[src/rtl/rv32i_bus_unit.sv]
// Wishbone classic master that serialises the core's data access and instruction fetch.
// Optional bus-cycle watchdog enabled by defining RV32I_BUS_TIMEOUT_EN.
`timescale 1ns/1ps
module rv32i_bus_unit #(
    parameter int ADDR_WIDTH     = 32,
    parameter int TIMEOUT_CYCLES = 255
) (
    input  logic                  clk,
    input  logic                  reset_n,
    input  logic [31:0]           current_pc,
    output logic [31:0]           inst,
    input  logic [31:0]           mem_addr_mem,
    input  logic [31:0]           mem_wdata_mem,
    input  logic                  mem_write_mem,
    input  logic                  mem_read_mem,
    input  logic [2:0]            mem_op_mem,
    output logic [31:0]           mem_rdata_mem,
    output logic                  stall_pipl,
    output logic                  wb_cyc_o,
    output logic                  wb_stb_o,
    output logic                  wb_we_o,
    output logic [ADDR_WIDTH-1:0] wb_adr_o,
    output logic [31:0]           wb_dat_o,
    output logic [3:0]            wb_sel_o,
    input  logic [31:0]           wb_dat_i,
    input  logic                  wb_ack_i,
    input  logic                  wb_err_i,
    output logic                  bus_err,
    output logic                  misaligned
);
    localparam logic [31:0] NOP = 32'h0000_0013;

    typedef enum logic [1:0] {IDLE, DATA, FETCH, DONE} state_t;
    state_t state, next_state;

    logic                  req, misalign_req, term, term_err, timeout;
    logic                  err_flag, mis_flag;
    logic                  cyc_n, we_n, bus_err_n;
    logic [3:0]            sel_n, sel_data;
    logic [ADDR_WIDTH-1:0] adr_n;
    logic [31:0]           dat_n, dat_data, shifted, load_ext;
    logic                  unused_pc_bits;

    assign unused_pc_bits = ^current_pc[1:0];

`ifdef RV32I_BUS_TIMEOUT_EN
    logic [31:0] wd_cnt;

    // Fires in the TIMEOUT_CYCLES-th strobe cycle that saw no termination.
    assign timeout = (wd_cnt == 32'(TIMEOUT_CYCLES - 1));

    always_ff @(posedge clk or negedge reset_n) begin
        if (!reset_n)
            wd_cnt <= '0;
        else if (state != next_state)
            wd_cnt <= '0;
        else if (wb_stb_o)
            wd_cnt <= wd_cnt + 32'd1;
    end
`else
    localparam int unused_timeout_cycles = TIMEOUT_CYCLES;
    assign timeout = 1'b0;
`endif

    assign req          = mem_read_mem | mem_write_mem;
    assign misalign_req = req & ((mem_op_mem[1:0] == 2'b01 && mem_addr_mem[0]) ||
                                 (mem_op_mem[1] && mem_addr_mem[1:0] != 2'b00));

    always_comb begin
        sel_data = 4'hF;
        dat_data = mem_wdata_mem;
        shifted  = wb_dat_i >> {mem_addr_mem[1:0], 3'b000};
        load_ext = wb_dat_i;
        case (mem_op_mem[1:0])
            2'b00: begin
                sel_data = 4'b0001 << mem_addr_mem[1:0];
                dat_data = {4{mem_wdata_mem[7:0]}};
                load_ext = {{24{~mem_op_mem[2] & shifted[7]}}, shifted[7:0]};
            end
            2'b01: begin
                sel_data = 4'b0011 << {mem_addr_mem[1], 1'b0};
                dat_data = {2{mem_wdata_mem[15:0]}};
                load_ext = {{16{~mem_op_mem[2] & shifted[15]}}, shifted[15:0]};
            end
            default: ;
        endcase
    end

    always_comb begin
        next_state = state;
        term       = 1'b0;
        term_err   = 1'b0;
        case (state)
            IDLE: next_state = (req && !misalign_req) ? DATA : FETCH;
            DATA, FETCH: begin
                term     = wb_ack_i | wb_err_i | timeout;
                term_err = wb_err_i | timeout;
                if (term)
                    next_state = (state == DATA) ? FETCH : DONE;
            end
            DONE: next_state = IDLE;
            default: next_state = IDLE;
        endcase

        // Bus outputs are registered, so they are decoded from the state being entered.
        cyc_n = (next_state == DATA) || (next_state == FETCH);
        we_n  = 1'b0;
        sel_n = '0;
        adr_n = '0;
        dat_n = '0;
        if (next_state == DATA) begin
            we_n  = mem_write_mem;
            sel_n = sel_data;
            adr_n = mem_addr_mem[ADDR_WIDTH-1:0];
            dat_n = dat_data;
        end else if (next_state == FETCH) begin
            sel_n = 4'hF;
            adr_n = {current_pc[ADDR_WIDTH-1:2], 2'b00};
        end
        bus_err_n = (next_state == DONE) && (err_flag || (state == FETCH && term_err));
    end

    always_ff @(posedge clk or negedge reset_n) begin
        if (!reset_n) begin
            state         <= IDLE;
            wb_cyc_o      <= 1'b0;
            wb_stb_o      <= 1'b0;
            wb_we_o       <= 1'b0;
            wb_sel_o      <= '0;
            wb_adr_o      <= '0;
            wb_dat_o      <= '0;
            stall_pipl    <= 1'b1;
            bus_err       <= 1'b0;
            misaligned    <= 1'b0;
            err_flag      <= 1'b0;
            mis_flag      <= 1'b0;
            inst          <= NOP;
            mem_rdata_mem <= '0;
        end else begin
            state      <= next_state;
            wb_cyc_o   <= cyc_n;
            wb_stb_o   <= cyc_n;
            wb_we_o    <= we_n;
            wb_sel_o   <= sel_n;
            wb_adr_o   <= adr_n;
            wb_dat_o   <= dat_n;
            stall_pipl <= (next_state != DONE);
            bus_err    <= bus_err_n;
            misaligned <= (next_state == DONE) && mis_flag;

            if (state == IDLE) begin
                err_flag <= 1'b0;
                mis_flag <= misalign_req;
                if (misalign_req && mem_read_mem)
                    mem_rdata_mem <= '0;
            end
            if (state == DATA && term) begin
                if (term_err)
                    err_flag <= 1'b1;
                if (mem_read_mem)
                    mem_rdata_mem <= term_err ? '0 : load_ext;
            end
            if (state == FETCH && term)
                inst <= term_err ? NOP : wb_dat_i;
        end
    end
endmodule

[config.mk]
export PLATFORM = sky130hd
export DESIGN_NAME = rv32i_bus_unit
export DESIGN_NICKNAME = d
export VERILOG_FILES = /design/src/rtl/rv32i_bus_unit.sv
export SDC_FILE = /design/constraint.sdc
export NUM_CORES = 1
export LEC_CHECK = 0
export CAP_MARGIN = 0
export CORE_MARGIN = 3
export CORE_UTILIZATION = 34
export DETAILED_ROUTE_END_ITERATION = 12
export DONT_BUFFER_PORTS = 1
export PLACE_DENSITY = 0.52
export SETUP_SLACK_MARGIN = 0.02
export SLEW_MARGIN = 5
export SYNTH_ARGS = -nofsm -noshare
export SYNTH_HDL_FRONTEND = slang
export SYNTH_SLANG_ARGS = --single-unit
[constraint.sdc]
create_clock -name clk -period 2.5 [get_ports clk]
set_clock_uncertainty 0.2 [all_clocks]
set_input_delay 0.5 -clock clk [delete_from_list [all_inputs] [get_ports clk]]
set_output_delay 0.5 -clock clk [all_outputs]
set_load 0.02 [all_outputs]
==> metrics.cfg, run 1 <==
[critical_path]
crit_end=wb_adr_o[2]
worstSetupStartpoint=state[0]
r2r_setup_slack_ns=0.14
cp_data_arrival_time_ns=2.45
path_class=flip-flop to flip-flop
cp-start-kind=flip-flop
crit_fanout=30
cp.required_ns=2.58
r2r_end=wb_adr_o[2]
r2r-start=state[0]
rr_worst_depth=9
endpoint_kind=flip-flop

[clocking]
clkSinkCount=141
worstSkewPairLatency_ns=0.41
cts_tree=yes
cts_max_level=4
cts-root-buf=clkbuf_16
postCtsSetupBuffers=0
clkTransAtPathRegs_ns=0.07
clock_path_buffers=2
cts_buffers=17
holdBufCountCts=23

[finish]
area_delta_synth_final_pct=17.8
layout.cells.non_filler=809
drive_gt1_share_pct=14.6
final_common_cell=dfrtp_1
final_cell_mix=137 x dfrtp_1, 95 x nand2_1, 63 x o21ai_0
antenna-diode-count=0
final_nets=714
nFillCells=1637

[logic_synthesis]
yosysSeqAreaShare_pct=57.6
syn_area_mm2=0.00614
synth.largest_area_cell=dfrtp_1
synthArstFlopShare_pct=100
synth.distinct_cells=38
netlist_top_cells_area=dfrtp_1 56%, nand2_1 5.8%, o21ai_0 5.1%
syn_nets=701
avgSynthCellArea_um2=11.0
synthCells=558
synth_edf_count=0
synth_top_area_share_pct=55.8
synth-seq-cells=141
yosys_warnings=0
synthFlopType=dfrtp_1

[route]
drt_wl_total_um=18100
first_pass_iters=7
ant_nets=0
via_per_inst=5.56
drt_iter0_drc=238
wl_per_cell_um=22.4
post-route-drc-count=0
dr_total_vias=4502

[global_route]
grt_pass1_wl_um=27500
grt_antenna_before_repair=0
globalRoute.totalOverflow=0
grt_usage_pct=18.2
grt_pass1_vias=4617
grt_max_degree=142

[outcome]
outcome=finished, violations left
failed_checks=hold timing

[power]
p_per_area_mw_per_mm2=1340
p_leak_nw=3.35
peakVddDrop_mv=0.689

[timing]
hold_ws_ns=-0.423
slew_viol_final=0
fin_crit_ns=2.36
slew_headroom_pct=62.0
final-hold-violation-count=141
setup_tns_ns=0
finalCritPeriodShare_pct=94.6
setup_viol=0
max_freq_mhz=423
grt_setup_unrepaired=no
max_slew.worst_pin.slew_ns=0.568

[floorplanning]
dieArea_mm2=0.0197
coreArea_mm2=0.0175
io_pins=275
die-height_um=140
start_util_pct=35.1
dieWidth_um=140
rows=48

[placement]
dp_cells=754
dp_hpwl_um=12900
gp_congestion=0.867
port_buffers=0

[run]
cap_violations=0

[hold_path]
hp-class=input pin to asynchronous set/reset pin

## cell families (layout without fill, tap and decap cells)
family          count (synthesis)  in the layout  synth area share [%]
compound gates                166            166                  19.8
buf+inv                        55             81                  3.85
mux                            36             36                  6.42
flops                         141            141                  57.6
simple gates                  154            154                  11.2
fa+ha+maj                       6              6                  1.22
## area by class of cell
class | instances | area (µm²) | share of cell area [%]
Timing Repair Buffer | 37 | 398 | 5.50
Clock inverter | 11 | 131 | 1.82
Multi-Input combinational cell | 362 | 2380 | 33.0
Sequential cell | 141 | 3530 | 48.8
Tap cell | 225 | 282 | 3.89
Clock buffer | 21 | 460 | 6.37
Inverter | 12 | 45.0 | 0.623
## timing repair
action,CTS,global route
endpoints found under the setup margin,0,29
resized for setup,0,1
hold endpoints to repair,164,141
## through the flow
stage	power (mW)	area [µm²]	setup slack [ns]	util, %	hold WS [ns]
after floorplan	6.36	6150	0.0242	-	0.00441
after global placement	7.08	6410	0.167	36.7	0.00844
after detailed placement	7.20	6410	0.0957	36.7	0.00851
after CTS	9.79	7230	0.0750	41.4	-0.446
after global routing	10.3	7230	0.0432	41.4	-0.454
final	9.66	7230	0.135	41.4	-0.423
## critical path, cell delays in order (launching register included)
cell	delay, ns
dfrtp_1	0.40
inv_1	0.09
ha_2	0.31
a21boi_0	0.15
o22ai_1	0.20
inv_1	0.11
ha_1	0.21
nor2b_2	0.17
buf_12	0.16
a22o_1	0.22
## power by group
part           internal (mW)  switching (mW)
logic                   1.14            1.35
clock network           1.53            1.01
registers               3.14            1.49
total                   5.82            3.85
## state kept, by name, indices dropped and copies added, names as in the netlist
register and flops:
bus_err 1, err_flag 1, inst 32, mem_rdata_mem 32, mis_flag 1, misaligned 1
stall_pipl 1, state 2, wb_adr_o 32, wb_dat_o 32, wb_sel_o 4, wb_stb_o 1
wb_we_o 1
## worst min path at each step
| stage | slack [ns] | end | from |
|---|---|---|---|
| after global routing | -0.45 | inst[27] | reset_n |
| after floorplan | 0.004 | bus_err | reset_n |
| final | -0.42 | inst[21] | reset_n |
| after global placement | 0.008 | inst[21] | reset_n |
| after detailed placement | 0.009 | inst[21] | reset_n |
| after CTS | -0.45 | inst[21] | reset_n |
## metal layers
metal  vias up  track usage (%)  share of wire [%]
met4         0             6.53                2.1
met3        20             7.17                 10
met2       240             30.4                 50
met5         -                0                  0
li1       2013                -                  -
met1      2229             21.2                 38
## cells in the mapped netlist, types with 2 or more instances
cell type / count
mux2i_1: 18
dfrtp_1: 137
a221o_1: 13
o21ai_0: 63
a221o_2: 10
and2_1: 20
a21boi_0: 9
a22o_1: 31
a31o_2: 2
nor2_1: 21
a22oi_1: 15
buf_1: 6
a221oi_1: 9
dfstp_2: 4
nor2b_1: 12
nand2_1: 95
o211ai_1: 3
clkbuf_1: 30
buf_6: 3
mux2_2: 17
ha_1: 6
a21oi_1: 6
buf_2: 2
inv_1: 12
Note: power is estimated with default switching activity, not from simulation.
==> run 2: changes to the inputs <==
--- a/config.mk
+++ b/config.mk
@@ -10,6 +10,7 @@
 export CORE_UTILIZATION = 34
 export DETAILED_ROUTE_END_ITERATION = 12
 export DONT_BUFFER_PORTS = 1
+export GPL_ROUTABILITY_DRIVEN = 0
 export PLACE_DENSITY = 0.52
 export SETUP_SLACK_MARGIN = 0.02
 export SLEW_MARGIN = 5
==> results of run 2 <==
Final layout, timing and power as in run 1 (identical DEF).
